### src/rtl/uart_pkg.sv
// Shared types and constants for the UART receive path.
package uart_pkg;

  typedef enum logic [2:0] {IDLE, START, DATA, STOP, BREAK} rx_state_t;

  localparam int UART_BIT_TICKS_115200 = 286;
  localparam int UART_DATA_BITS        = 8;

endpackage

### src/rtl/sync_fifo.sv
// Single-clock show-ahead FIFO with occupancy count and full/empty flags.
module sync_fifo #(
  parameter int WIDTH = 8,
  parameter int DEPTH = 16
) (
  input  logic                     clk,
  input  logic                     rst_n,
  input  logic                     wr_en,
  input  logic [WIDTH-1:0]         wr_data,
  input  logic                     rd_en,
  output logic [WIDTH-1:0]         rd_data,
  output logic                     empty,
  output logic                     full,
  output logic [$clog2(DEPTH):0]   count,
  output logic                     overflow
);
  localparam int AW = $clog2(DEPTH);
  localparam logic [AW:0] FULL_CNT = (AW+1)'(DEPTH);

  logic [WIDTH-1:0] mem [DEPTH];
  logic [AW-1:0]    wr_ptr_reg;
  logic [AW-1:0]    rd_ptr_reg;
  logic [AW:0]      count_reg;
  logic             do_push;
  logic             do_pop;

  assign empty    = (count_reg == '0);
  assign full     = (count_reg == FULL_CNT);
  assign do_pop   = rd_en && !empty;
  // A pop in the same cycle frees the slot, so a push into a full FIFO still lands.
  assign do_push  = wr_en && (!full || do_pop);
  assign overflow = wr_en && full && !do_pop;
  assign count    = count_reg;
  assign rd_data  = empty ? '0 : mem[rd_ptr_reg];

  always_ff @(posedge clk) begin
    if (do_push) mem[wr_ptr_reg] <= wr_data;
  end

  always_ff @(posedge clk or negedge rst_n) begin
    if (!rst_n) begin
      wr_ptr_reg <= '0;
      rd_ptr_reg <= '0;
      count_reg  <= '0;
    end else begin
      if (do_push) wr_ptr_reg <= wr_ptr_reg + 1'b1;
      if (do_pop)  rd_ptr_reg <= rd_ptr_reg + 1'b1;
      case ({do_push, do_pop})
        2'b10:   count_reg <= count_reg + 1'b1;
        2'b01:   count_reg <= count_reg - 1'b1;
        default: count_reg <= count_reg;
      endcase
    end
  end

endmodule

### src/rtl/uart_rx_fifo.sv
// 8N1 UART receiver with sticky line-error flags feeding a show-ahead FIFO.
// Define UART_RX_GLITCH_FILTER_EN for 3-sample majority voting around each bit centre.
module uart_rx_fifo
  import uart_pkg::*;
#(
  parameter int BIT_TICKS  = UART_BIT_TICKS_115200,
  parameter int FIFO_DEPTH = 16
) (
  input  logic                          lpc_clk,
  input  logic                          lpc_rst,
  input  logic                          uart_rx,
  input  logic                          rd_en,
  input  logic                          err_clr,
  output logic [7:0]                    rd_data,
  output logic                          rx_empty,
  output logic                          rx_full,
  output logic [$clog2(FIFO_DEPTH):0]   rx_count,
  output logic                          framing_err,
  output logic                          overrun_err
);
  localparam int CNT_W = $clog2(BIT_TICKS);
  localparam logic [CNT_W-1:0] HALF_LOAD = CNT_W'(BIT_TICKS / 2 - 1);
  localparam logic [CNT_W-1:0] FULL_LOAD = CNT_W'(BIT_TICKS - 1);

  rx_state_t                 state_reg, state_next;
  logic [CNT_W-1:0]          cnt_reg, cnt_next;
  logic [2:0]                bit_reg, bit_next;
  logic [UART_DATA_BITS-1:0] shreg_reg, shreg_next;
  logic                      sync1_reg, rx_s;
  logic                      expiry, sample_valid, sample_bit;
  logic                      push, frame_set, overflow;
  logic                      framing_err_reg, overrun_err_reg;

  always_ff @(posedge lpc_clk or negedge lpc_rst) begin
    if (!lpc_rst) begin
      sync1_reg <= 1'b1;
      rx_s      <= 1'b1;
    end else begin
      sync1_reg <= uart_rx;
      rx_s      <= sync1_reg;
    end
  end

  assign expiry = (state_reg inside {START, DATA, STOP}) && (cnt_reg == '0);

`ifdef UART_RX_GLITCH_FILTER_EN
  // Decide one cycle late so the vote can include the sample after expiry.
  logic rx_d1_reg, rx_d2_reg, pend_reg;
  always_ff @(posedge lpc_clk or negedge lpc_rst) begin
    if (!lpc_rst) begin
      rx_d1_reg <= 1'b1;
      rx_d2_reg <= 1'b1;
      pend_reg  <= 1'b0;
    end else begin
      rx_d1_reg <= rx_s;
      rx_d2_reg <= rx_d1_reg;
      pend_reg  <= expiry;
    end
  end
  assign sample_valid = pend_reg;
  assign sample_bit   = (rx_s & rx_d1_reg) | (rx_s & rx_d2_reg) | (rx_d1_reg & rx_d2_reg);
`else
  assign sample_valid = expiry;
  assign sample_bit   = rx_s;
`endif

  always_ff @(posedge lpc_clk or negedge lpc_rst) begin
    if (!lpc_rst) begin
      state_reg <= IDLE;
      cnt_reg   <= '0;
      bit_reg   <= '0;
      shreg_reg <= '0;
    end else begin
      state_reg <= state_next;
      cnt_reg   <= cnt_next;
      bit_reg   <= bit_next;
      shreg_reg <= shreg_next;
    end
  end

  always_comb begin
    state_next = state_reg;
    cnt_next   = cnt_reg;
    bit_next   = bit_reg;
    shreg_next = shreg_reg;
    push       = 1'b0;
    frame_set  = 1'b0;
    case (state_reg)
      IDLE: begin
        if (!rx_s) begin
          state_next = START;
          cnt_next   = HALF_LOAD;
        end
      end
      START: begin
        if (sample_valid) begin
          state_next = sample_bit ? IDLE : DATA;
          bit_next   = '0;
        end
      end
      DATA: begin
        if (sample_valid) begin
          shreg_next = {sample_bit, shreg_reg[UART_DATA_BITS-1:1]};
          bit_next   = bit_reg + 3'd1;
          if (bit_reg == 3'(UART_DATA_BITS - 1)) state_next = STOP;
        end
      end
      STOP: begin
        // Returning to IDLE at mid-stop lets a start edge in the second half be caught.
        if (sample_valid) begin
          if (sample_bit) begin
            push       = 1'b1;
            state_next = IDLE;
          end else begin
            frame_set  = 1'b1;
            state_next = BREAK;
          end
        end
      end
      BREAK: begin
        if (rx_s) state_next = IDLE;
      end
      default: state_next = IDLE;
    endcase
    if (state_reg != IDLE) begin
      if (expiry)             cnt_next = FULL_LOAD;
      else if (cnt_reg != '0) cnt_next = cnt_reg - 1'b1;
    end
  end

  always_ff @(posedge lpc_clk or negedge lpc_rst) begin
    if (!lpc_rst) begin
      framing_err_reg <= 1'b0;
      overrun_err_reg <= 1'b0;
    end else begin
      if (frame_set)    framing_err_reg <= 1'b1;
      else if (err_clr) framing_err_reg <= 1'b0;
      if (overflow)     overrun_err_reg <= 1'b1;
      else if (err_clr) overrun_err_reg <= 1'b0;
    end
  end

  assign framing_err = framing_err_reg;
  assign overrun_err = overrun_err_reg;

  sync_fifo #(
    .WIDTH (UART_DATA_BITS),
    .DEPTH (FIFO_DEPTH)
  ) u_fifo (
    .clk      (lpc_clk),
    .rst_n    (lpc_rst),
    .wr_en    (push),
    .wr_data  (shreg_reg),
    .rd_en    (rd_en),
    .rd_data  (rd_data),
    .empty    (rx_empty),
    .full     (rx_full),
    .count    (rx_count),
    .overflow (overflow)
  );

endmodule

### config.mk
export PLATFORM = sky130hd
export DESIGN_NAME = uart_rx_fifo
export DESIGN_NICKNAME = d
export VERILOG_FILES = /design/src/rtl/uart_pkg.sv /design/src/rtl/sync_fifo.sv /design/src/rtl/uart_rx_fifo.sv
export SDC_FILE = /design/constraint.sdc
export NUM_CORES = 1
export LEC_CHECK = 0
export BUFFER_PORTS_ARGS = -buffer_cell sky130_fd_sc_hd__buf_2
export CAP_MARGIN = 20
export CORE_MARGIN = 3
export CORE_UTILIZATION = 45
export CTS_BUF_LIST = sky130_fd_sc_hd__clkbuf_8
export DETAILED_ROUTE_END_ITERATION = 16
export PLACE_DENSITY = 0.69
export REMOVE_ABC_BUFFERS = 1
export SYNTH_ARGS = -nofsm -noshare
export SYNTH_HDL_FRONTEND = slang
export SYNTH_SLANG_ARGS = --single-unit
### constraint.sdc
create_clock -name lpc_clk -period 5.96 [get_ports lpc_clk]
set_input_delay 1.49 -clock lpc_clk [delete_from_list [all_inputs] [get_ports lpc_clk]]
set_output_delay 1.49 -clock lpc_clk [all_outputs]
set_load 0.05 [all_outputs]
Yosys cells after proc, flatten, opt, wreduce, memory -nomap -nowiden
Memories as Yosys holds them, arrays and structs flattened.
Index checks and enable logic that the tools add are counted.

operators by class
  add/sub/neg operators = 6
  eq/ne operators = 14
  mux-type cells = 30
  reductions and logical operators = 22

operator list
  cell                                                                   number
  9-bit two-way mux                                                      5
  3-bit two-way mux                                                      9
  3-bit one-hot mux with 5 select lines                                  1
  1-bit two-way mux                                                      11
  2-bit inequality test, second input constant                           5
  5-bit one-hot mux with 2 select lines                                  1
  9-bit logical NOT                                                      1
  9-bit nonzero test                                                     1
  9-bit by 1-bit subtractor with 9-bit output, second input constant     1
  4-bit by 1-bit adder with 4-bit output, second input constant          2
  8-bit two-way mux                                                      1
  2-bit nonzero test                                                     4
  3-bit by 2-bit equality test with 1-bit output, second input constant  2
  3-bit equality test, second input constant                             2
  3-bit one-hot mux with 2 select lines                                  1
  6-bit AND reduction                                                    1
  3-bit nonzero test                                                     2
  5-bit by 1-bit adder with 5-bit output, second input constant          1
  5-bit equality test, second input constant                             1
  1-bit logical AND                                                      5
  5-bit logical NOT                                                      1
  5-bit by 1-bit subtractor with 5-bit output, second input constant     1
  3-bit by 1-bit adder with 3-bit output, second input constant          1
  3-bit by 1-bit equality test with 1-bit output, second input constant  1
  9 further kinds                                                        11

word-level totals
  bits in registers = 40
  bits in writable memories = 128
  bits of input ports = 5
  output and inout bits = 17
  logic and storage cells = 84
  memories = 1

memory list
  name        words  bits a word  read ports  clocked after memory_dff  wr ports  RTL line         RTL
  u_fifo.mem  16     8            1           0                         1         sync_fifo.sv:20  logic [WIDTH-1:0] mem [DEPTH];

Longest topological paths before layout
Gate-level depths: netlist (run 1).

  depth in word-level cells = 8
  depth in mapped cells = 11
  depth with buffers taken out = 11

Modules after synthesis
A second synthesis (run 1) with hierarchy kept.

unflattened totals
  cell total of the unflattened synthesis = 420
  area total of the unflattened synthesis = 7144.4 sq um

modules (own cells, without submodules)
  module        instances  cells an instance  area an instance (sq um)  seq. area each (sq um)
  sync_fifo     1          307                5834.3                    4169.0
  uart_rx_fifo  1          113                1310.0                    678.2

Least setup slack after synthesis (run 1)
No wires, ideal clock.

  path kind = register to output
  from = register u_fifo.count_reg[1] (netlist: u_fifo.count[1])
  to = output rd_data[0]
  arrival = 2.667 ns
  data required time = 4.470 ns
  path slack = 1.803 ns
  stages on the path, launching flop included = 4
  cells stage by stage = dfrtp_1 -> or4_1 -> nor2_1 -> nor2b_1

between the ends
  longest elaborated chain between the ends = 2

ends and longest elaborated chain
  element                 RTL line            RTL
  from (decl)             sync_fifo.sv:23     logic [AW:0] count_reg;
  from (signal assigned)  sync_fifo.sv:49     2'b10: count_reg <= count_reg + 1'b1;
  from (signal assigned)  sync_fifo.sv:50     2'b01: count_reg <= count_reg - 1'b1;
  from (signal assigned)  sync_fifo.sv:51     default: count_reg <= count_reg;
  5-bit logical NOT       sync_fifo.sv:27     assign empty = (count_reg == '0);
  via rx_empty            uart_rx_fifo.sv:15  output logic rx_empty,
  8-bit two-way mux       sync_fifo.sv:34     assign rd_data = empty ? '0 : mem[rd_ptr_reg];
  to (decl)               uart_rx_fifo.sv:14  output logic [7:0] rd_data,

The timed path passes the listed nets, and every way through them passes these cells.

Final worst setup path (run 1)
  from = register u_fifo.rd_ptr_reg[0]
  to = output rd_data[2]

between the ends
  longest elaborated chain between the ends = 2

ends and longest elaborated chain
  element                 RTL line         RTL
  from (decl)             sync_fifo.sv:22  logic [AW-1:0] rd_ptr_reg;
  from (signal assigned)  sync_fifo.sv:47  if (do_pop) rd_ptr_reg <= rd_ptr_reg + 1'b1;
  memory 16 x 8 bit       n/a
  8-bit two-way mux       sync_fifo.sv:34

Every way passes these cells.

==> results of run 1 <==
-- cell usage in the layout, fill, tap and decap left out, types with 3 or more instances in the layout --
cell / instances
sky130_fd_sc_hd__nor2_1: 24
sky130_fd_sc_hd__edfxtp_1: 128
sky130_fd_sc_hd__bufinv_16: 4
sky130_fd_sc_hd__or3_1: 3
sky130_fd_sc_hd__clkbuf_8: 17
sky130_fd_sc_hd__dfrtp_1: 37
sky130_fd_sc_hd__a21oi_1: 8
sky130_fd_sc_hd__a22o_1: 4
sky130_fd_sc_hd__nor3_2: 4
sky130_fd_sc_hd__nand3_1: 5
sky130_fd_sc_hd__nand2_1: 26
sky130_fd_sc_hd__nor3_1: 5
sky130_fd_sc_hd__o211ai_1: 4
sky130_fd_sc_hd__inv_1: 6
sky130_fd_sc_hd__nor4_1: 4
sky130_fd_sc_hd__buf_2: 21
sky130_fd_sc_hd__inv_6: 4
sky130_fd_sc_hd__mux2_2: 8
sky130_fd_sc_hd__xnor2_1: 11
sky130_fd_sc_hd__o21ai_0: 11
sky130_fd_sc_hd__clkinv_4: 4
sky130_fd_sc_hd__ha_1: 11
sky130_fd_sc_hd__nand2b_1: 6
sky130_fd_sc_hd__nor2b_1: 13
sky130_fd_sc_hd__mux4_2: 40
-- worst max-delay path, cell delays in order (launching register included) --
cell and delay [ps]:
sky130_fd_sc_hd__dfrtp_2 760, sky130_fd_sc_hd__buf_4 430, sky130_fd_sc_hd__mux4_2 550, sky130_fd_sc_hd__mux4_2 510, sky130_fd_sc_hd__nor2b_1 150, sky130_fd_sc_hd__buf_2 240
-- cells in the mapped netlist, types with 2 or more instances --
library cell | instances | share of area [%]
sky130_fd_sc_hd__a211o_1 | 2 | 0.24
sky130_fd_sc_hd__a21boi_0 | 2 | 0.21
sky130_fd_sc_hd__a21oi_1 | 8 | 0.56
sky130_fd_sc_hd__a22o_1 | 4 | 0.49
sky130_fd_sc_hd__a22oi_1 | 2 | 0.21
sky130_fd_sc_hd__a31oi_1 | 2 | 0.17
sky130_fd_sc_hd__buf_1 | 4 | 0.21
sky130_fd_sc_hd__buf_2 | 7 | 0.49
sky130_fd_sc_hd__clkbuf_1 | 12 | 0.63
sky130_fd_sc_hd__dfrtp_1 | 38 | 13
sky130_fd_sc_hd__dfstp_2 | 2 | 0.73
sky130_fd_sc_hd__edfxtp_1 | 128 | 54
sky130_fd_sc_hd__ha_1 | 11 | 1.9
sky130_fd_sc_hd__inv_1 | 6 | 0.31
sky130_fd_sc_hd__mux2_2 | 8 | 1.3
sky130_fd_sc_hd__mux2i_1 | 2 | 0.28
sky130_fd_sc_hd__mux4_2 | 40 | 13
sky130_fd_sc_hd__nand2_1 | 26 | 1.4
sky130_fd_sc_hd__nand2b_1 | 6 | 0.52
sky130_fd_sc_hd__nand3_1 | 5 | 0.35
sky130_fd_sc_hd__nand4_1 | 2 | 0.17
sky130_fd_sc_hd__nand4b_1 | 2 | 0.24
sky130_fd_sc_hd__nor2_1 | 24 | 1.3
sky130_fd_sc_hd__nor2b_1 | 13 | 1.1
sky130_fd_sc_hd__nor3_1 | 9 | 0.63
sky130_fd_sc_hd__nor4_1 | 4 | 0.35
sky130_fd_sc_hd__o211ai_1 | 4 | 0.42
sky130_fd_sc_hd__o21a_1 | 2 | 0.21
sky130_fd_sc_hd__o21ai_0 | 11 | 0.77
sky130_fd_sc_hd__o41ai_1 | 2 | 0.24
sky130_fd_sc_hd__or2_2 | 2 | 0.17
sky130_fd_sc_hd__or3_1 | 3 | 0.26
sky130_fd_sc_hd__xnor2_1 | 11 | 1.3
-- metrics by stage --
| stage | cell area [sq um] | hold slack, ps | cells |
|---|---|---|---|
| finish | 7910 | 361 | 671 |
| global route | 7910 | 364 | 671 |
| CTS | 7910 | 363 | 671 |
| detailed placement | 7460 | 350 | 639 |
| global placement | 7460 | 346 | 639 |
| floorplan | 7060 | 345 | 405 |
-- per-layer routing --
| metal | wire, um | track usage (%) |
|---|---|---|
| met1 | 5440 | 21.5 |
| met2 | 6700 | 24.8 |
| met3 | 700 | 3.24 |
| met5 | 0 | 0 |
| met4 | 115 | 5.31 |
-- power groups by stage --
stage / clock network, uW / registers [uW] / logic, uW
after global routing: 954 / 1250 / 9.62
final: 885 / 1250 / 8.26
after floorplan: 0 / 1270 / 0.920
after detailed placement: 0 / 1270 / 8.74
after CTS: 906 / 1250 / 8.78
after global placement: 0 / 1270 / 8.41
-- final cells by class --
type / count / share of cell area (%)
Sequential cell: 168 / 61.3
Multi-Input combinational cell: 230 / 27.8
Tap cell: 211 / 3.34
Clock buffer: 17 / 2.96
Clock inverter: 15 / 2.71
Timing Repair Buffer: 23 / 1.52
Inverter: 7 / 0.332
-- path summary, 6_finish.rpt --
path	startpoint	endpoint	slack, ps
setup / recovery	u_fifo.rd_ptr_reg[0]$_DFFE_PN0P_	rd_data[2]	1380
max in group asynchronous	lpc_rst	u_fifo.rd_ptr_reg[0]$_DFFE_PN0P_	4120
hold / removal	sync1_reg$_DFF_PN1_	rx_s$_DFF_PN1_	360
setup reg to reg	state_reg[0]$_DFFE_PN0P_	u_fifo.mem[3][7]$_DFFE_PP_	2740
hold reg to reg	sync1_reg$_DFF_PN1_	rx_s$_DFF_PN1_	360
min in group asynchronous	lpc_rst	u_fifo.count[4]$_DFFE_PN0P_	1190
-- cell families (layout without fill, tap and decap cells) --
group	Yosys count	in the layout
and+or+nand+nor	106	106
xor gates and xnor gates	11	11
muxes	51	51
adders and majority gates	11	11
AOI/OAI and AO/OA	51	51
DFF	168	168
buffers and inverters	31	62
==> metrics.txt, run 1 <==
# TYPE chip_impl_metric gauge
chip_impl_metric{name="timing.final.ws_setup",unit="ps"} 1380
chip_impl_metric{name="gate_count_of_the_mapped_netlist",unit=""} 429
chip_impl_metric{name="synth_compound_area_share",unit="%"} 4.87
chip_impl_metric{name="layout-drive-gt1-share",unit="%"} 26.5
chip_impl_metric{name="cellLeakagePower",unit="uW"} 0.00308
chip_impl_metric{name="via_count_of_the_first_global_routing_pass",unit=""} 3679
chip_impl_metric{name="global_route_usage_over_all_layers",unit="%"} 15.5
chip_impl_metric{name="muxShareOfSynthArea",unit="%"} 14.3
chip_impl_info{name="rsz0062_at_grt",value="no"} 1
chip_impl_metric{name="comb_power_share",unit="%"} 0.4
chip_impl_metric{name="peakVddDrop",unit="mV"} 0.116
chip_impl_metric{name="floorplan.die.height",unit="um"} 132
chip_impl_metric{name="global_route_wire_length_before_repair",unit="um"} 20700
chip_impl_metric{name="floorplan.io_pins",unit=""} 22
chip_impl_metric{name="post_cts.repair.setup_buffers",unit=""} 0
chip_impl_metric{name="floorplan.core_area",unit="sq um"} 15400
chip_impl_metric{name="antenna_cells_inserted",unit=""} 0
chip_impl_info{name="critical_path.endpoint_type",value="output port"} 1
chip_impl_metric{name="yosysWarningCount",unit=""} 0
chip_impl_metric{name="min_period",unit="ps"} 4580
chip_impl_metric{name="dieWidth",unit="um"} 132
chip_impl_metric{name="synth_xor_area_share",unit="%"} 1.35
chip_impl_metric{name="synth-seq-cells",unit=""} 168
chip_impl_info{name="combinational_family_with_the_most_area_after_synthesis",value="multiplexers"} 1
chip_impl_metric{name="ant_nets",unit=""} 0
chip_impl_metric{name="vias",unit=""} 3735
chip_impl_metric{name="period_share",unit="%"} 76.9
chip_impl_metric{name="post_cts_resized",unit=""} 0
chip_impl_info{name="timing.setup.critical_path_class",value="reg2out"} 1
chip_impl_info{name="holdCritPathClass",value="reg2reg"} 1
chip_impl_metric{name="seqCellArea",unit="sq um"} 4850
chip_impl_metric{name="cts-hold-fix-buffers",unit=""} 0
chip_impl_metric{name="synthToLayoutAreaGrowth",unit="%"} 10.4
chip_impl_metric{name="grt_max_degree",unit=""} 41
chip_impl_metric{name="worst-endpoint-arrival",unit="ps"} 3090
chip_impl_metric{name="finalHoldViolations",unit=""} 0
chip_impl_metric{name="htree_levels",unit=""} 4
chip_impl_metric{name="syn_avg_cell_area",unit="sq um"} 16.7
chip_impl_metric{name="post_drt_wl_per_cell",unit="um"} 19.3
chip_impl_metric{name="synth_edf_count",unit=""} 128
chip_impl_metric{name="power.clock.fraction",unit="%"} 41.4
chip_impl_metric{name="synth.yosys.seq_area_share",unit="%"} 67.7
chip_impl_metric{name="yosys.area_share.adder",unit="%"} 1.92
chip_impl_metric{name="slew_viol_final",unit=""} 0
chip_impl_metric{name="worst_skew_pair.late_latency",unit="ps"} 440
chip_impl_metric{name="asyncSetResetFlopFracSynth",unit="%"} 23.8
chip_impl_metric{name="dp_slack",unit="ps"} 1770
chip_impl_metric{name="clockBufferDepth",unit=""} 2
chip_impl_metric{name="power_per_cell_area",unit="nW/um^2"} 271
chip_impl_metric{name="worst_setup_hold_path_clk_slew",unit="ps"} 80
chip_impl_metric{name="drt_first_iter_violations",unit=""} 360
chip_impl_metric{name="power_report.internal_total",unit="uW"} 1710
chip_impl_metric{name="setup_total_negative_slack",unit="ps"} 0
chip_impl_metric{name="total_congestion_overflow_after_global_routing",unit=""} 0
chip_impl_metric{name="initial_core_util",unit="%"} 46.6
chip_impl_metric{name="port_buffers",unit=""} 21
chip_impl_metric{name="numCtsBuffers",unit=""} 17
chip_impl_metric{name="row_count",unit=""} 45
chip_impl_metric{name="final_core_util",unit="%"} 51.5
chip_impl_metric{name="final-setup-viol-count",unit=""} 0
chip_impl_metric{name="fmax",unit="GHz"} 0.218
chip_impl_info{name="cts_tree",value="done"} 1
chip_impl_metric{name="vias_per_cell",unit=""} 5.57
chip_impl_metric{name="maxCapViolations",unit=""} 0
chip_impl_metric{name="power_switching_share",unit="%"} 19.9
chip_impl_metric{name="fill_count",unit=""} 1243
chip_impl_metric{name="first_pass_iters",unit=""} 5
chip_impl_metric{name="wirelength",unit="um"} 12900
chip_impl_metric{name="cts_num_sinks",unit=""} 168
chip_impl_metric{name="floorplan.die_area",unit="sq um"} 17500
chip_impl_info{name="startpoint_type",value="register"} 1
chip_impl_metric{name="rel_slew_slack",unit="%"} 33.1
chip_impl_metric{name="critical_path_peak_fanout",unit=""} 19
chip_impl_metric{name="synthDistinctLibCells",unit=""} 58
chip_impl_info{name="cts-root-buf",value="sky130_fd_sc_hd__clkbuf_8"} 1
chip_impl_metric{name="synth_simple_gate_area_share",unit="%"} 8.00
chip_impl_metric{name="worst_hold_path.num_cells",unit=""} 0
chip_impl_metric{name="multi_input_comb_area",unit="sq um"} 2200
chip_impl_metric{name="drc",unit=""} 0
chip_impl_metric{name="synth.cell_area",unit="sq um"} 7160
chip_impl_metric{name="total_switching_power",unit="uW"} 427
chip_impl_metric{name="gp_congestion",unit=""} 0.785
chip_impl_metric{name="grt_antenna_before_repair",unit=""} 0
chip_impl_metric{name="cp.required",unit="ps"} 4470
chip_impl_info{name="synth_top_flop_cell",value="sky130_fd_sc_hd__edfxtp_1"} 1
chip_impl_metric{name="seq_power_share",unit="%"} 58.3
chip_impl_metric{name="total_power",unit="uW"} 2140
chip_impl_metric{name="final_net_count",unit=""} 463
chip_impl_metric{name="largest_register_ffs",unit=""} 128
chip_impl_metric{name="worst_clock_skew",unit="ps"} 17.3
chip_impl_metric{name="worst-slew-pin-transition",unit="ps"} 999
chip_impl_info{name="outcome",value="complete, no violations"} 1
chip_impl_metric{name="hpwl",unit="um"} 8510
chip_impl_metric{name="reg2regPathDepth",unit=""} 5
Note: power is estimated with default switching activity, not from simulation.
==> run 2, diff against run 1 <==
- clock period: 5.96 -> 4.3 ns (I/O delays scaled with it)
==> run 2 against run 1 <==
Effect of this change:
- final cell count up 1.2%
- register-to-register slack got worse by 1700 ps
- power up 36%
- clock-buffer cell count is the same
- largest power group unchanged
==> metrics.txt, run 2 (same netlist as run 1, synthesis figures left out) <==
# TYPE chip_impl_metric gauge
chip_impl_metric{name="fill_count",unit=""} 1275
chip_impl_metric{name="cp.required",unit="ps"} 3220
chip_impl_metric{name="worst-slew-pin-transition",unit="ps"} 1100
chip_impl_metric{name="initial_core_util",unit="%"} 46.6
chip_impl_metric{name="layout-drive-gt1-share",unit="%"} 26.9
chip_impl_info{name="worstPathCellList",value="buf_12 > mux4_2 > mux4_2 > nor2b_1 > buf_2"} 1
chip_impl_info{name="crit-reg2reg-capture",value="u_fifo.mem[14][5]$_DFFE_PP_"} 1
chip_impl_metric{name="drc",unit=""} 0
chip_impl_metric{name="gp_congestion",unit=""} 0.797
chip_impl_metric{name="r2r_slack",unit="ps"} 1090
chip_impl_metric{name="first_pass_iters",unit=""} 4
chip_impl_info{name="rsz0062_at_grt",value="no"} 1
chip_impl_metric{name="vias_per_cell",unit=""} 5.60
chip_impl_metric{name="grt_max_degree",unit=""} 41
chip_impl_metric{name="global_route_usage_over_all_layers",unit="%"} 16.8
chip_impl_metric{name="placed_cell_area",unit="sq um"} 7530
chip_impl_info{name="outcome",value="complete, no violations"} 1
chip_impl_metric{name="setup_total_negative_slack",unit="ps"} 0
chip_impl_metric{name="reg2regPathDepth",unit=""} 5
chip_impl_info{name="r2r-start",value="state_reg[0]$_DFFE_PN0P_"} 1
chip_impl_metric{name="cts-hold-fix-buffers",unit=""} 0
chip_impl_metric{name="largest_register_ffs",unit=""} 128
chip_impl_info{name="holdCritPathClass",value="reg2reg"} 1
chip_impl_metric{name="drt_first_iter_violations",unit=""} 357
chip_impl_metric{name="critical_path_peak_fanout",unit=""} 26
chip_impl_metric{name="post_cts_resized",unit=""} 0
chip_impl_info{name="critical_path.endpoint_type",value="output port"} 1
chip_impl_metric{name="maxCapViolations",unit=""} 0
chip_impl_metric{name="antenna_cells_inserted",unit=""} 0
chip_impl_metric{name="global_route_wire_length_before_repair",unit="um"} 22400
chip_impl_metric{name="dp_cells",unit=""} 647
chip_impl_metric{name="grt_antenna_before_repair",unit=""} 0
chip_impl_metric{name="worst_skew_pair.late_latency",unit="ps"} 450
chip_impl_metric{name="hpwl",unit="um"} 8880
chip_impl_metric{name="worst-endpoint-arrival",unit="ps"} 2640
chip_impl_metric{name="min_period",unit="ps"} 3710
chip_impl_metric{name="cellLeakagePower",unit="uW"} 0.00309
chip_impl_metric{name="final_net_count",unit=""} 471
chip_impl_metric{name="finalHoldViolations",unit=""} 0
chip_impl_info{name="layout.cells.most_common",value="sky130_fd_sc_hd__edfxtp_1"} 1
chip_impl_metric{name="htree_levels",unit=""} 4
chip_impl_info{name="path_delay_family",value="multiplexers"} 1
chip_impl_metric{name="vias",unit=""} 3805
chip_impl_metric{name="ant_nets",unit=""} 0
chip_impl_info{name="path_common_cell",value="sky130_fd_sc_hd__mux4_2"} 1
chip_impl_info{name="cts-root-buf",value="sky130_fd_sc_hd__clkbuf_8"} 1
chip_impl_info{name="most-common-layout-cells",value="sky130_fd_sc_hd__edfxtp_1 (128), sky130_fd_sc_hd__mux4_2 (40), sky130_fd_sc_hd__dfrtp_1 (37)"} 1
chip_impl_info{name="cts_tree",value="done"} 1
chip_impl_metric{name="fmax",unit="GHz"} 0.269
chip_impl_metric{name="worst_path_largest_cell_delay",unit="ps"} 700
chip_impl_metric{name="total_congestion_overflow_after_global_routing",unit=""} 0
chip_impl_metric{name="worst_hold_path.num_cells",unit=""} 0
chip_impl_metric{name="layout.cells.non_filler",unit=""} 679
chip_impl_metric{name="clockBufferDepth",unit=""} 2
chip_impl_metric{name="final-setup-viol-count",unit=""} 0
chip_impl_info{name="startpoint_type",value="register"} 1
chip_impl_metric{name="post_cts.repair.setup_buffers",unit=""} 0
chip_impl_metric{name="wirelength",unit="um"} 13700
chip_impl_metric{name="row_count",unit=""} 45
chip_impl_metric{name="via_count_of_the_first_global_routing_pass",unit=""} 3913
chip_impl_metric{name="port_buffers",unit=""} 21
chip_impl_metric{name="floorplan.io_pins",unit=""} 22
chip_impl_metric{name="dieWidth",unit="um"} 132
chip_impl_metric{name="period_share",unit="%"} 86.3
chip_impl_info{name="min_from",value="sync1_reg$_DFF_PN1_"} 1
chip_impl_metric{name="rel_slew_slack",unit="%"} 26.5
chip_impl_metric{name="worst_clock_skew",unit="ps"} 9.23
chip_impl_metric{name="numCtsBuffers",unit=""} 17
chip_impl_metric{name="worst_setup_hold_path_clk_slew",unit="ps"} 90
chip_impl_metric{name="synthToLayoutAreaGrowth",unit="%"} 11.0
chip_impl_info{name="crit_start",value="u_fifo.rd_ptr_reg[1]$_DFFE_PN0P_"} 1
chip_impl_metric{name="cts_num_sinks",unit=""} 168
chip_impl_metric{name="post_drt_wl_per_cell",unit="um"} 20.2
chip_impl_metric{name="floorplan.core_area",unit="sq um"} 15400
chip_impl_metric{name="peakVddDrop",unit="mV"} 0.158
chip_impl_metric{name="timing.critical_path.buf_inv",unit=""} 2
chip_impl_info{name="crit_slowest_cell",value="sky130_fd_sc_hd__dfrtp_1"} 1
chip_impl_metric{name="floorplan.die_area",unit="sq um"} 17500
chip_impl_info{name="timing.setup.critical_path_class",value="reg2out"} 1
chip_impl_metric{name="final_cell_area",unit="sq um"} 7950
chip_impl_info{name="min_to",value="rx_s$_DFF_PN1_"} 1
chip_impl_metric{name="floorplan.die.height",unit="um"} 132
chip_impl_metric{name="power_per_cell_area",unit="nW/um^2"} 368
chip_impl_metric{name="slew_viol_final",unit=""} 0
run 2: changes by cell type in the layout (fill, tap and decap cells not counted), sizes merged:
cell / delta
clkinv: -3
clkinvlp: +2
bufinv: -1
buf: +8
inv: +2
run 2: cell type report:
cell class | count | area (sq um) | area share, %
sequential | 168 | 4850 | 61.0
clock buffer | 17 | 234 | 2.94
inverter | 7 | 26.3 | 0.331
tap | 211 | 264 | 3.32
multi-input combinational | 230 | 2180 | 27.5
clock inverter | 15 | 188 | 2.36
timing repair buffer | 31 | 205 | 2.58
run 2: worst register-to-register path, cell delays in order, from the launching register on:
cell and delay [ps]:
sky130_fd_sc_hd__dfrtp_1 680, sky130_fd_sc_hd__nand4b_1 300, sky130_fd_sc_hd__nor4_4 470, sky130_fd_sc_hd__o21a_1 370
sky130_fd_sc_hd__nand2_1 160, sky130_fd_sc_hd__nor2_1 850
run 2: how the worst max path moves through the flow:
stage                     cells after the start  slack [ps]          to
after floorplan                               3         390  rd_data[0]
after global placement                        5        1080  rd_data[2]
after detailed placement                      5        1060  rd_data[2]
after CTS                                     5         550  rd_data[2]
after global routing                          5         460  rd_data[2]
final                                         5         590  rd_data[2]
run 2: per-stage QoR:
stage	hold slack (ps)	setup slack [ps]	power [uW]	utilization [%]
2_1_floorplan	345	394	1770	-
3_3_place_gp	346	1080	1780	49.0
3_5_place_dp	347	1060	1780	49.0
4_1_cts	360	549	2940	51.7
5_1_grt	368	463	3010	51.7
6_report	359	588	2920	51.7
run 2: metal layers:
| metal | GRT usage, % | part of all wire, % | vias to the layer above |
|---|---|---|---|
| li1 | - | - | 1732 |
| met1 | 23.8 | 44 | 1948 |
| met2 | 25.9 | 48 | 113 |
| met3 | 3.59 | 5.9 | 12 |
| met4 | 6.42 | 1.6 | 0 |
| met5 | 0 | 0 | - |
run 2: power breakdown:
group	switching, uW	internal (uW)	total [uW]
Sequential	2.04	1730	1730
Clock	596	586	1180
Combinational	8.83	2.27	11.1
Total	607	2320	2920
==> run 3, diff against run 2 <==
- SYNTH_HIERARCHICAL: default -> 1
==> run 3 against run 2 <==
Effect of this change:
- clock-buffer cell count is 3 higher
- critical path depth unchanged
- clock power is 14% lower
- power is 24% higher
- register-to-register slack lost 110 ps
- via count fell by 1.4%
==> metrics.txt, run 3 <==
# TYPE chip_impl_metric gauge
chip_impl_info{name="outcome",value="complete, no violations"} 1
chip_impl_metric{name="final_core_util",unit="%"} 50.8
chip_impl_metric{name="drc",unit=""} 0
chip_impl_info{name="cts-root-buf",value="sky130_fd_sc_hd__clkbuf_8"} 1
chip_impl_metric{name="row_count",unit=""} 45
chip_impl_metric{name="cts-hold-fix-buffers",unit=""} 0
chip_impl_metric{name="fill_count",unit=""} 1240
chip_impl_metric{name="synthToLayoutAreaGrowth",unit="%"} 9.19
chip_impl_metric{name="synthDistinctLibCells",unit=""} 61
chip_impl_metric{name="floorplan.io_pins",unit=""} 22
chip_impl_metric{name="first_pass_iters",unit=""} 4
chip_impl_metric{name="power_per_cell_area",unit="nW/um^2"} 464
chip_impl_metric{name="yosysTopAreaCellShare",unit="%"} 53.8
chip_impl_metric{name="critical_path_peak_fanout",unit=""} 21
chip_impl_metric{name="global_route_usage_over_all_layers",unit="%"} 16.0
chip_impl_info{name="synthTopCellsByArea",value="sky130_fd_sc_hd__edfxtp_1 (54%), sky130_fd_sc_hd__dfrtp_1 (13%), sky130_fd_sc_hd__mux4_2 (10%)"} 1
chip_impl_metric{name="fmax",unit="GHz"} 0.269
chip_impl_metric{name="post_cts.repair.setup_buffers",unit=""} 0
chip_impl_metric{name="final-setup-viol-count",unit=""} 0
chip_impl_info{name="most-common-layout-cells",value="sky130_fd_sc_hd__edfxtp_1 (128), sky130_fd_sc_hd__dfrtp_1 (37), sky130_fd_sc_hd__mux4_2 (32)"} 1
chip_impl_info{name="timing.setup.critical_path_class",value="reg2out"} 1
chip_impl_metric{name="clockBufferDepth",unit=""} 2
chip_impl_info{name="holdCritPathClass",value="reg2reg"} 1
chip_impl_metric{name="global_route_wire_length_before_repair",unit="um"} 21200
chip_impl_metric{name="synth.cell_area",unit="sq um"} 7140
chip_impl_metric{name="finalHoldViolations",unit=""} 0
chip_impl_metric{name="drt_first_iter_violations",unit=""} 380
chip_impl_metric{name="layout-drive-gt1-share",unit="%"} 25.4
chip_impl_metric{name="post_cts_resized",unit=""} 0
chip_impl_metric{name="antenna_cells_inserted",unit=""} 0
chip_impl_metric{name="via_count_of_the_first_global_routing_pass",unit=""} 3790
chip_impl_info{name="critical_path.endpoint_type",value="output port"} 1
chip_impl_info{name="layout.cells.most_common",value="sky130_fd_sc_hd__edfxtp_1"} 1
chip_impl_info{name="synth_top_flop_cell",value="sky130_fd_sc_hd__edfxtp_1"} 1
chip_impl_info{name="yosysTopAreaCell",value="sky130_fd_sc_hd__edfxtp_1"} 1
chip_impl_metric{name="setup_total_negative_slack",unit="ps"} 0
chip_impl_metric{name="numCtsBuffers",unit=""} 17
chip_impl_metric{name="wirelength",unit="um"} 13200
chip_impl_metric{name="seqCellArea",unit="sq um"} 4850
chip_impl_metric{name="period_share",unit="%"} 86.4
chip_impl_metric{name="port_buffers",unit=""} 21
chip_impl_metric{name="total_congestion_overflow_after_global_routing",unit=""} 0
chip_impl_metric{name="largest_register_ffs",unit=""} 128
chip_impl_info{name="yosys-top-cells-count",value="sky130_fd_sc_hd__edfxtp_1 (128), sky130_fd_sc_hd__dfrtp_1 (38), sky130_fd_sc_hd__mux4_2 (32), sky130_fd_sc_hd__mux2i_1 (17), sky130_fd_sc_hd__nand2_1 (17)"} 1
chip_impl_info{name="cts_tree",value="done"} 1
chip_impl_metric{name="multi_input_comb_area",unit="sq um"} 2120
chip_impl_metric{name="grt_antenna_before_repair",unit=""} 0
chip_impl_metric{name="comb_power_share",unit="%"} 18.6
chip_impl_metric{name="syn_avg_cell_area",unit="sq um"} 17.0
chip_impl_metric{name="power_switching_share",unit="%"} 30.3
chip_impl_metric{name="asyncSetResetFlopFracSynth",unit="%"} 23.8
chip_impl_metric{name="power.clock.fraction",unit="%"} 28.2
chip_impl_metric{name="rel_slew_slack",unit="%"} 40.1
chip_impl_metric{name="worst_skew_pair.late_latency",unit="ps"} 450
chip_impl_metric{name="cts_num_sinks",unit=""} 168
chip_impl_metric{name="floorplan.die_area",unit="sq um"} 17400
chip_impl_metric{name="final_net_count",unit=""} 455
chip_impl_metric{name="synth_edf_count",unit=""} 128
chip_impl_metric{name="vias_per_cell",unit=""} 5.65
chip_impl_info{name="startpoint_type",value="register"} 1
chip_impl_metric{name="vias",unit=""} 3751
chip_impl_info{name="rsz0062_at_grt",value="no"} 1
chip_impl_metric{name="grt_max_degree",unit=""} 41
chip_impl_info{name="crit_slowest_cell",value="sky130_fd_sc_hd__dfrtp_2"} 1
chip_impl_metric{name="min_period",unit="ps"} 3710
chip_impl_metric{name="worst_setup_hold_path_clk_slew",unit="ps"} 80
chip_impl_metric{name="floorplan.core_area",unit="sq um"} 15400
chip_impl_metric{name="worst_path_largest_cell_delay",unit="ps"} 840
chip_impl_metric{name="placed_cell_area",unit="sq um"} 7430
chip_impl_metric{name="ant_nets",unit=""} 0
chip_impl_metric{name="cellLeakagePower",unit="uW"} 0.00316
chip_impl_metric{name="floorplan.die.height",unit="um"} 132
chip_impl_metric{name="power_report.internal_total",unit="uW"} 2520
chip_impl_info{name="worstPathCellList",value="buf_12 > mux4_2 > mux2i_1 > o22ai_1 > buf_2"} 1
chip_impl_info{name="synthMostInstantiatedCell",value="sky130_fd_sc_hd__edfxtp_1"} 1
chip_impl_metric{name="post_drt_wl_per_cell",unit="um"} 19.8
chip_impl_metric{name="total_switching_power",unit="uW"} 1090
chip_impl_metric{name="gate_count_of_the_mapped_netlist",unit=""} 420
chip_impl_metric{name="maxCapViolations",unit=""} 0
chip_impl_metric{name="timing.hold.ws",unit="ps"} 359
chip_impl_metric{name="seq_power_share",unit="%"} 53.3
chip_impl_metric{name="total_power",unit="uW"} 3620
chip_impl_metric{name="yosysWarningCount",unit=""} 6
chip_impl_metric{name="hpwl",unit="um"} 8730
chip_impl_metric{name="synth-seq-cells",unit=""} 168
chip_impl_metric{name="worst-slew-pin-transition",unit="ps"} 898
chip_impl_metric{name="worst-endpoint-arrival",unit="ps"} 2640
chip_impl_metric{name="worst_clock_skew",unit="ps"} 14.6
chip_impl_metric{name="initial_core_util",unit="%"} 46.5
chip_impl_metric{name="cp.required",unit="ps"} 3220
chip_impl_metric{name="synth.yosys.seq_area_share",unit="%"} 67.8
chip_impl_metric{name="dieWidth",unit="um"} 132
chip_impl_metric{name="slew_viol_final",unit=""} 0
chip_impl_metric{name="final_cell_area",unit="sq um"} 7800
chip_impl_metric{name="gp_congestion",unit=""} 0.844
chip_impl_metric{name="peakVddDrop",unit="mV"} 0.416
chip_impl_metric{name="htree_levels",unit=""} 4
-- run 3: area by class of cell --
cell class	count	area share, %
clock buffers	20	3.53
clock inverters	12	1.19
inverters	13	0.658
multi-input cells	215	27.2
flip-flops and latches	168	62.1
well taps	211	3.38
repair buffers	25	1.89
-- run 3: final timing paths --
path                                                        from                          endpoint  slack [ps]  depth (start not counted)
worst max-delay path            u_fifo/rd_ptr_reg[0]$_DFFE_PN0N_                        rd_data[4]         590                          5
worst min-delay path                         sync1_reg$_DFF_PN1_                    rx_s$_DFF_PN1_         360                          0
max in group asynchronous                                lpc_rst  u_fifo/rd_ptr_reg[0]$_DFFE_PN0N_        2920                          1
worst min register to register               sync1_reg$_DFF_PN1_                    rx_s$_DFF_PN1_         360                          0
min in group asynchronous                                lpc_rst       u_fifo/count[2]$_DFFE_PN0P_         750                          1
worst max register to register              cnt_reg[0]$_DFF_PN0_       u_fifo/count[4]$_DFFE_PN0P_         980                         15
-- run 3: cells by family after synthesis --
logic type / synth area share, %
compound gates: 5.36
xor+xnor: 1.59
fa+ha+maj: 1.75
buf+inv: 2.45
flops: 67.8
mux: 14.4
simple gates: 6.59
-- run 3: worst max-delay path: cells and delay by family (launching register included) --
family / cells / cell delay (ps)
multiplexers: 2 / 740
buffers and inverters: 2 / 490
flip-flops: 1 / 840
AO/OA/AOI/OAI: 1 / 110
-- run 3: power by group through the flow --
stage	Sequential (uW)	Combinational (uW)	Clock, uW
6_report	1930	672	1020
3_5_place_dp	1970	680	0
2_1_floorplan	2080	355	0
3_3_place_gp	1960	665	0
5_1_grt	1950	722	1120
4_1_cts	1930	680	1040
-- run 3: metrics by stage --
| step | std cells | setup WS (ps) |
|---|---|---|
| after CTS | 664 | 495 |
| after floorplan | 396 | 472 |
| after global placement | 632 | 1080 |
| final | 664 | 585 |
| after global routing | 664 | 388 |
| after detailed placement | 632 | 996 |
-- run 3: layer usage --
metal	up-vias	GRT usage, %	routed length (um)
met5	-	0	0
met2	108	25.7	6610
met3	8	4.43	729
met4	0	4.38	93
met1	1943	21.5	5720
li1	1692	-	-
